==> config.mk <==
export PLATFORM = sky130hd
export DESIGN_NAME = gen_job_scheduler
export DESIGN_NICKNAME = d
export VERILOG_FILES = /design/src/rtl/gen_sched_pkg.sv /design/src/rtl/gen_job_fifo.sv /design/src/rtl/gen_job_scheduler.sv
export SDC_FILE = /design/constraint.sdc
export NUM_CORES = 1
export LEC_CHECK = 0
export ABC_AREA = 0
export CELL_PAD_IN_SITES_DETAIL_PLACEMENT = 0
export CELL_PAD_IN_SITES_GLOBAL_PLACEMENT = 1
export CORE_MARGIN = 2
export CORE_UTILIZATION = 30
export DETAILED_ROUTE_END_ITERATION = 8
export HOLD_SLACK_MARGIN = 0.05
export PLACE_DENSITY = 0.64
export SLEW_MARGIN = 5
export SYNTH_ARGS = -nofsm -noshare
export SYNTH_HDL_FRONTEND = slang
export SYNTH_SLANG_ARGS = --single-unit
==> constraint.sdc <==
create_clock -name _clock -period 3.6 [get_ports _clock]
set_input_delay 0.72 -clock _clock [delete_from_list [all_inputs] [get_ports _clock]]
set_output_delay 0.72 -clock _clock [all_outputs]
set_load 0.01 [all_outputs]
==> src/rtl/gen_sched_pkg.sv <==
// rtl/gen_sched_pkg.sv - shared types and constants for the generator job scheduler
//
// Purpose: FSM state encoding, the default job record layout and the width of
// the completed-job counter. No ports (package).

package gen_sched_pkg;

  localparam int DONE_CNT_W = 16;
  localparam int DEF_WIDTH  = 32;
  localparam int DEF_TAG_W  = 8;

  typedef enum logic [1:0] {
    IDLE,
    LAUNCH,
    RUN
  } state_t;

  // Default job record. The scheduler builds an equivalent record sized by its
  // own WIDTH/TAG_W parameters and hands it to the FIFO as a type parameter.
  typedef struct packed {
    logic signed [DEF_WIDTH-1:0] arg0;
    logic signed [DEF_WIDTH-1:0] arg1;
    logic signed [DEF_WIDTH-1:0] arg2;
    logic [DEF_TAG_W-1:0]        tag;
  } job_t;

endpackage

==> src/rtl/gen_job_fifo.sv <==
// rtl/gen_job_fifo.sv - synchronous job FIFO with registered occupancy count
//
// Purpose: holds queued jobs in arrival order for the scheduler.
// Ports:
//   clk        in   clock, rising edge
//   rst        in   asynchronous active-high reset (empties the queue)
//   push       in   write push_data at the tail (ignored when full)
//   push_data  in   job record to enqueue
//   pop        in   drop the head entry (ignored when empty)
//   head       out  current head entry (valid only when count != 0)
//   count      out  number of stored entries, 0..DEPTH

module gen_job_fifo
  import gen_sched_pkg::*;
#(
  parameter int  DEPTH = 4,
  parameter type T     = job_t
) (
  input  logic                     clk,
  input  logic                     rst,
  input  logic                     push,
  input  T                         push_data,
  input  logic                     pop,
  output T                         head,
  output logic [$clog2(DEPTH):0]   count
);

  localparam int AW = $clog2(DEPTH);
  localparam logic [AW:0] FULL = (AW + 1)'(DEPTH);

  logic [AW-1:0] wr_ptr;
  logic [AW-1:0] rd_ptr;
  T              mem [DEPTH];
  logic          do_push;
  logic          do_pop;

  assign do_push = push && (count < FULL);
  assign do_pop  = pop && (count != '0);

  // DEPTH is a power of two, so the pointers wrap by natural overflow.
  always_ff @(posedge clk or posedge rst) begin
    if (rst) begin
      wr_ptr <= '0;
      rd_ptr <= '0;
      count  <= '0;
    end else begin
      if (do_push) wr_ptr <= wr_ptr + 1'b1;
      if (do_pop)  rd_ptr <= rd_ptr + 1'b1;
      case ({do_push, do_pop})
        2'b10:   count <= count + 1'b1;
        2'b01:   count <= count - 1'b1;
        default: count <= count;
      endcase
    end
  end

  // Storage needs no reset: entries are only read while count says they are live.
  always_ff @(posedge clk) begin
    if (do_push) mem[wr_ptr] <= push_data;
  end

  assign head = mem[rd_ptr];

endmodule

==> src/rtl/gen_job_scheduler.sv <==
// rtl/gen_job_scheduler.sv - queues argument triples and runs a shared generator once per job
//
// Purpose: accepts jobs into a DEPTH-entry queue, launches the generator for
// each in order, forwards its output beats downstream tagged with the job ID,
// and counts completed jobs.
// Ports:
//   _clock, _reset             clock; async active-high reset (shared with generator)
//   job_valid/job_ready        job offer handshake; job_arg0..2 argument triple
//   gen_start, gen_arg0..2     one-cycle launch pulse and arguments to the generator
//   gen_ready                  generator output ready (mirrors downstream _ready in RUN)
//   gen_valid, gen_done        generator beat valid and end-of-job indication
//   gen_out0/1                 generator data
//   _ready/_valid, _out0/1     downstream beat handshake and data
//   _out_tag                   tag of the job producing the current beat
//   _done                      idle with an empty queue
//   jobs_completed             wrapping count of finished jobs

module gen_job_scheduler
  import gen_sched_pkg::*;
#(
  parameter int WIDTH = 32,
  parameter int DEPTH = 4,
  parameter int TAG_W = 8
) (
  input  logic                    _clock,
  input  logic                    _reset,
  input  logic                    job_valid,
  output logic                    job_ready,
  input  logic signed [WIDTH-1:0] job_arg0,
  input  logic signed [WIDTH-1:0] job_arg1,
  input  logic signed [WIDTH-1:0] job_arg2,
  output logic                    gen_start,
  output logic signed [WIDTH-1:0] gen_arg0,
  output logic signed [WIDTH-1:0] gen_arg1,
  output logic signed [WIDTH-1:0] gen_arg2,
  output logic                    gen_ready,
  input  logic                    gen_valid,
  input  logic                    gen_done,
  input  logic signed [WIDTH-1:0] gen_out0,
  input  logic signed [WIDTH-1:0] gen_out1,
  input  logic                    _ready,
  output logic                    _valid,
  output logic signed [WIDTH-1:0] _out0,
  output logic signed [WIDTH-1:0] _out1,
  output logic [TAG_W-1:0]        _out_tag,
  output logic                    _done,
  output logic [DONE_CNT_W-1:0]   jobs_completed
);

  localparam int CW = $clog2(DEPTH) + 1;
  localparam logic [CW-1:0] FULL = CW'(DEPTH);

  typedef struct packed {
    logic signed [WIDTH-1:0] arg0;
    logic signed [WIDTH-1:0] arg1;
    logic signed [WIDTH-1:0] arg2;
    logic [TAG_W-1:0]        tag;
  } sched_job_t;

  state_t          state;
  state_t          state_next;
  sched_job_t      push_job;
  sched_job_t      head_job;
  logic [CW-1:0]   q_count;
  logic            push;
  logic            pop;
  logic [TAG_W-1:0] next_tag;
  logic [TAG_W-1:0] cur_tag;
  logic            job_finish;

  // Full is judged on the registered count only, so a pop in the same cycle
  // cannot open the queue early.
  assign job_ready = (q_count < FULL);
  assign push      = job_valid && job_ready;
  assign pop       = (state == LAUNCH);

  assign push_job.arg0 = job_arg0;
  assign push_job.arg1 = job_arg1;
  assign push_job.arg2 = job_arg2;
  assign push_job.tag  = next_tag;

  gen_job_fifo #(
    .DEPTH (DEPTH),
    .T     (sched_job_t)
  ) u_fifo (
    .clk       (_clock),
    .rst       (_reset),
    .push      (push),
    .push_data (push_job),
    .pop       (pop),
    .head      (head_job),
    .count     (q_count)
  );

  // Arguments come straight from the head; they only matter while gen_start is high.
  assign gen_arg0 = head_job.arg0;
  assign gen_arg1 = head_job.arg1;
  assign gen_arg2 = head_job.arg2;

  // Data is a pure pass-through; _valid qualifies it.
  assign _out0    = gen_out0;
  assign _out1    = gen_out1;
  assign _out_tag = cur_tag;

  assign job_finish = (state == RUN) && gen_done && gen_ready;

  always_ff @(posedge _clock or posedge _reset) begin
    if (_reset) begin
      state          <= IDLE;
      next_tag       <= '0;
      cur_tag        <= '0;
      jobs_completed <= '0;
    end else begin
      state <= state_next;
      if (push)       next_tag       <= next_tag + 1'b1;
      if (pop)        cur_tag        <= head_job.tag;
      if (job_finish) jobs_completed <= jobs_completed + 1'b1;
    end
  end

  always_comb begin
    state_next = state;
    gen_start  = 1'b0;
    gen_ready  = 1'b0;
    _valid     = 1'b0;
    _done      = 1'b0;
    case (state)
      IDLE: begin
        _done = (q_count == '0);
        if (q_count != '0) state_next = LAUNCH;
      end
      LAUNCH: begin
        gen_start  = 1'b1;
        state_next = RUN;
      end
      RUN: begin
        // Downstream back-pressure stalls the generator directly.
        gen_ready = _ready;
        _valid    = gen_valid;
        // A job pushed this very cycle is not yet in q_count, so it waits for IDLE.
        if (gen_done && _ready) state_next = (q_count != '0) ? LAUNCH : IDLE;
      end
      default: state_next = IDLE;
    endcase
  end

endmodule

==> flow_summary.ini, run 1 <==
[status]
status = finished, final reports clean

[clocking]
clockBufferDepth = 3
cts_tree = built
cts_sinks = 457
cts_buffers = 49
clk_latency_ns = 0.58
path_clk_slew_ns = 0.06
cts_root_buffer = clkbuf_16
ctsResizeCount = 0
h-tree-depth = 2
hold_buffers = 0
postCtsSetupBuffers = 0

[yosys]
synth_seq_cells = 457
netlist_top_cells_count = edfxtp_1 (416), buf_4 (169), mux4_2 (104)
yosys.area.top_type = edfxtp_1
synth_most_common_cell = edfxtp_1
synth_edf_count = 416
syn_inst = 861
netlist.area_leader.share_pct = 68.96
async_flop_share_pct = 8.972
synth-warning-count = 0
syn-mean-instance-area_um2 = 21.04
post_synth_num_cell_types = 36
ys_seq_area_share_pct = 74.63
synthFlopType = edfxtp_1
synth_fp_nets = 1035
synth_area_um2 = 18110
netlist_top_cells_area = edfxtp_1 (69%), mux4_2 (13%), buf_4 (7.0%), dfrtp_1 (5.7%), xnor2_1 (0.87%)

[sta]
hold_slack_ns = 0.4779
drv_slew = 0
hold_viol_final = 0
rsz0062_at_grt = no
skew_ns = 0.01107
fmax_ghz = 0.2983
relSlewSlack_pct = 47.68
timing.setup.tns_ns = 0
period_share_pct = 93.13
worstMarginPinSlew_ns = 0.7840
min_period_ns = 3.353
setup_violations = 0
layout_setup_ws_ns = 0.2474

[final_layout]
nNetsFinal = 1149
areaGrowthSynthToFinish_pct = 20.43
finalNonFillerCells = 1797
diodes = 0
final_area_um2 = 21810
drive_above_1_share_pct = 21.67

[power]
pwr-share-seq_pct = 41.7
vdd_drop_max_mv = 0.5661
p_per_area_nw_per_um2 = 780.4
power.leakage_nw = 7.105
clock_power_share_pct = 27.9
p_switching_mw = 4.758
p_sw_share_pct = 27.94
intPower_mw = 12.27
combPwrFrac_pct = 30.3

[grt]
grt_pass1_wl_um = 54290
grt-ovfl-total = 0
grt_usage_pct = 11.55
grt_start_max_net_pins = 76
antenna_found_initial = 4
grt_pass1_vias = 8674

[floorplanning]
start_util_pct = 30.18
die_x_um = 249.7
die_h_um = 249.7
io_pins = 355
core_area_um2 = 60020
die_area_um2 = 62360
num_rows = 90

[place]
place_inst = 1706
dpl.hpwl_um = 21680
place.gp.congestion = 0.6927
placed_area_um2 = 20300
dp_slack_ns = 0.7821
portBuffers = 226

[route]
ant_nets = 0
num_vias = 7964
first_pass_iters = 4
avgRoutedWirePerCell_um = 20.10
drt_wl_total_um = 36130
drc_errors = 0
viasPerCell = 4.432
first_iter_violations = 419

[critical_path]
cpMaxStageDelayCell = dfrtp_4
critical_path_buf_inv_count = 2
slowest_delay_ns = 0.84
crit_required_ns = 2.88
path_cells = buf_4 > mux4_2 > clkdlybuf4s50_1
cpLargestDelayFamily = flip-flops
critPathCaptureType = primary output
cp_max_fo = 34
startpoint_type = register
critPathArrivalTime_ns = 2.63
crit_type = reg2out

[min_path]
hold_path.class = reg2reg

[job]
cap_violations = 0
path summary, 6_finish.rpt:
| kind | start | to | slack [ns] | cells past startpoint |
|---|---|---|---|---|
| worst max-delay path | u_fifo.rd_ptr[1] | gen_arg1[20] | 0.25 | 3 |
| worst min-delay path | jobs_completed[15] | jobs_completed[15] | 0.48 | 1 |
| worst max register to register | state[0] | u_fifo.count[2] | 1.22 | 9 |
| worst min register to register | jobs_completed[15] | jobs_completed[15] | 0.48 | 1 |
| max in group asynchronous | _reset | next_tag[2] | 2.16 | 4 |
| min in group asynchronous | _reset | jobs_completed[12] | 0.59 | 2 |
power groups by stage:
stage               Clock, mW  Combinational, mW  Sequential (mW)
global placement            0               5.31             7.20
CTS                      4.94               5.34             7.13
global route             5.16               5.56             7.20
floorplan                   0               3.84             7.07
detailed placement          0               5.32             7.24
finish                   4.76               5.16             7.11
flip-flops by register name, summed over array words and instances (netlist names):
register        count
u_fifo.mem        416
jobs_completed     16
_out_tag            8
next_tag            8
u_fifo.count        3
state               2
u_fifo.rd_ptr       2
u_fifo.wr_ptr       2
placed cells by master (no fill, tap or decap), types with 2 or more instances in the layout:
master           instances
and2_1                   2
and2_4                   4
and3_1                   2
buf_12                  10
buf_4                   13
bufinv_16                2
clkbuf_1                12
clkbuf_16               49
clkdlybuf4s50_1        226
clkinv_1                10
clkinv_2                 5
clkinvlp_4               5
dfrtp_1                 39
dfrtp_4                  2
edfxtp_1               416
ha_1                     7
inv_1                   10
inv_6                    5
mux2_2                   9
mux4_2                 104
nand2_1                 10
nand3_1                 11
nand4_1                  3
nor2_1                   2
nor2b_1                  4
nor3_1                   3
nor4_2                   4
xnor2_1                 18
xor2_1                  10
final cells by class:
class	count	area (um^2)
Fill cell	5510	38210
Sequential cell	457	13530
Multi-Input combinational cell	208	3196
Timing Repair Buffer	249	2560
Clock buffer	62	1285
Tap cell	782	978.4
Clock inverter	29	232.7
Inverter	10	37.54
metal layers:
metal	vias to the layer above	track usage, %	routed length (um)
li1	3481	-	-
met1	4155	14.51	15060
met2	227	18.26	17080
met3	93	4.182	2767
met4	8	4.423	1165
met5	-	0	55
through the flow:
stage | utilization [%] | total power [mW]
after global placement | 33.82 | 12.50
after floorplan | - | 10.91
after global routing | 36.35 | 17.91
after detailed placement | 33.82 | 12.56
final | 36.35 | 17.03
after CTS | 36.35 | 17.42
kinds of logic (layout without fill, tap and decap cells):
group,count (synthesis),count (layout),synth area share [%]
simple gates,55,55,1.983
xor+xnor,28,28,1.354
compound gates,3,3,0.1105
buf+inv,196,350,7.785
mux,114,114,13.55
flops,457,457,74.63
fa+ha+maj,8,8,0.5940
Note: power is estimated with default switching activity, not from simulation.
==> run 2, diff against run 1 <==
- SETUP_SLACK_MARGIN: unset -> 0.02
==> results of run 2 <==
No change in the layout: final DEF, timing and power equal those of run 1.
==> run 3, diff against run 2 <==
- MAX_ROUTING_LAYER: unset -> met4
==> flow_summary.ini, run 3 (synthesis gave the netlist of run 1 again) <==
[status]
status = finished, final reports clean

[min_path]
min_from = jobs_completed[15]
hold_path.class = reg2reg

[grt]
grt_usage_pct = 11.90
grt_start_max_net_pins = 76
grt_pass1_wl_um = 54170
antenna_found_initial = 4
grt_pass1_vias = 8707
grt-ovfl-total = 0

[floorplanning]
num_rows = 90
start_util_pct = 30.18
core_area_um2 = 60020
die_area_um2 = 62360
io_pins = 355
die_h_um = 249.7
die_x_um = 249.7

[power]
power.leakage_nw = 7.105
vdd_drop_max_mv = 0.5705
clock_power_share_pct = 27.9
intPower_mw = 12.27
p_per_area_nw_per_um2 = 780.1
p_switching_mw = 4.757
combPwrFrac_pct = 30.3
pwr-share-seq_pct = 41.8
p_sw_share_pct = 27.94

[sta]
hold_slack_ns = 0.4779
hold_viol_final = 0
timing.setup.tns_ns = 0
setup_violations = 0
drv_slew = 0
layout_setup_ws_ns = 0.2357
min_period_ns = 3.364
fmax_ghz = 0.2972
relSlewSlack_pct = 47.58
period_share_pct = 93.45
rsz0062_at_grt = no
skew_ns = 0.01353
worstMarginPinSlew_ns = 0.7855

[critical_path]
cpMaxStageDelayCell = dfrtp_4
cp_max_fo = 34
r2r-end = u_fifo.count[2]
critPathLaunch = u_fifo.rd_ptr[1]
ff2ff_path_depth = 9
startpoint_type = register
critPathArrivalTime_ns = 2.64
crit_required_ns = 2.88
critPathCaptureType = primary output
reg2reg_slack_ns = 1.23
path_cells = buf_4 > mux4_2 > clkdlybuf4s50_1
slowest_delay_ns = 0.86
crit_type = reg2out
critPathCapture = gen_arg1[20]
timing.rr.start = state[0]

[final_layout]
final_common_cell = edfxtp_1
largest_register = u_fifo.mem
top_regs = u_fifo.mem: 416 flops, jobs_completed: 16 flops
largest_register_ffs = 416
drive_above_1_share_pct = 21.67
areaGrowthSynthToFinish_pct = 20.49
nNetsFinal = 1149
final_cell_mix = edfxtp_1 (416), clkdlybuf4s50_1 (226), mux4_2 (104)
nFillCells = 5510

[route]
drt_wl_total_um = 36050
first_pass_iters = 4
avgRoutedWirePerCell_um = 20.01
viasPerCell = 4.422
first_iter_violations = 464
num_vias = 7964
drc_errors = 0
ant_nets = 0

[clocking]
cts_tree = built
ctsResizeCount = 0
path_clk_slew_ns = 0.06
clk_latency_ns = 0.58
cts_buffers = 49
h-tree-depth = 2
hold_buffers = 0
clockBufferDepth = 3
postCtsSetupBuffers = 0
cts_root_buffer = clkbuf_16
cts_sinks = 457

[place]
place.gp.congestion = 0.7001
portBuffers = 226
dp_slack_ns = 0.7821
dpl.hpwl_um = 21680

[job]
cap_violations = 0
==> run 3: cell types whose count changed in the layout (fill, tap and decap cells not counted), sizes merged <==
cell	before	now
diode	0	4
==> run 3: per-layer routing <==
layer  track usage (%)  vias up  routed length (um)
met1             14.57     4174               15340
met5                 -        -                   0
li1                  -     3492                   -
met3             4.078       86                2492
met4             4.423        0                1141
met2             18.24      212               17070
==> run 3: worst min path at each step <==
stage | end | slack, ns | depth (start not counted)
2_1_floorplan | u_fifo.count[0] | 0.46 | 1
5_1_grt | jobs_completed[9] | 0.52 | 1
4_1_cts | jobs_completed[15] | 0.48 | 1
3_3_place_gp | jobs_completed[15] | 0.46 | 1
3_5_place_dp | jobs_completed[15] | 0.46 | 1
6_report | jobs_completed[15] | 0.48 | 1
==> run 3: per-stage QoR <==
step                      cells  util, %  total power, mW  cell area, um^2
after floorplan             861        -            10.91            18120
after global placement     1706    33.82            12.50            20300
after detailed placement   1706    33.82            12.56            20300
after CTS                  1797    36.35            17.42            21810
after global routing       1801    36.36            17.91            21820
final                      1801    36.36            17.02            21820
==> run 3: critical path: cells and delay by family (launching register included) <==
| family | cells | cell delay [ns] |
|---|---|---|
| multiplexers | 1 | 0.35 |
| flip-flops | 1 | 0.86 |
| buffers and inverters | 2 | 0.82 |
==> run 3: power groups by stage <==
stage	clock network [mW]	registers, mW	logic (mW)
after floorplan	0	7.07	3.84
after global placement	0	7.20	5.31
after detailed placement	0	7.24	5.32
after CTS	4.94	7.13	5.34
after global routing	5.16	7.20	5.56
final	4.75	7.11	5.16
==> run 3: layout make-up <==
type                       count  area, um^2  share of cell area, %
timing repair buffer         249        2560                  11.73
clock buffer                  62        1285                  5.888
multi-input combinational    208        3196                  14.64
clock inverter                29       232.7                  1.066
sequential                   457       13530                  61.97
inverter                      10       37.54                 0.1720
antenna                        4       10.01                0.04586
tap                          782       978.4                  4.483
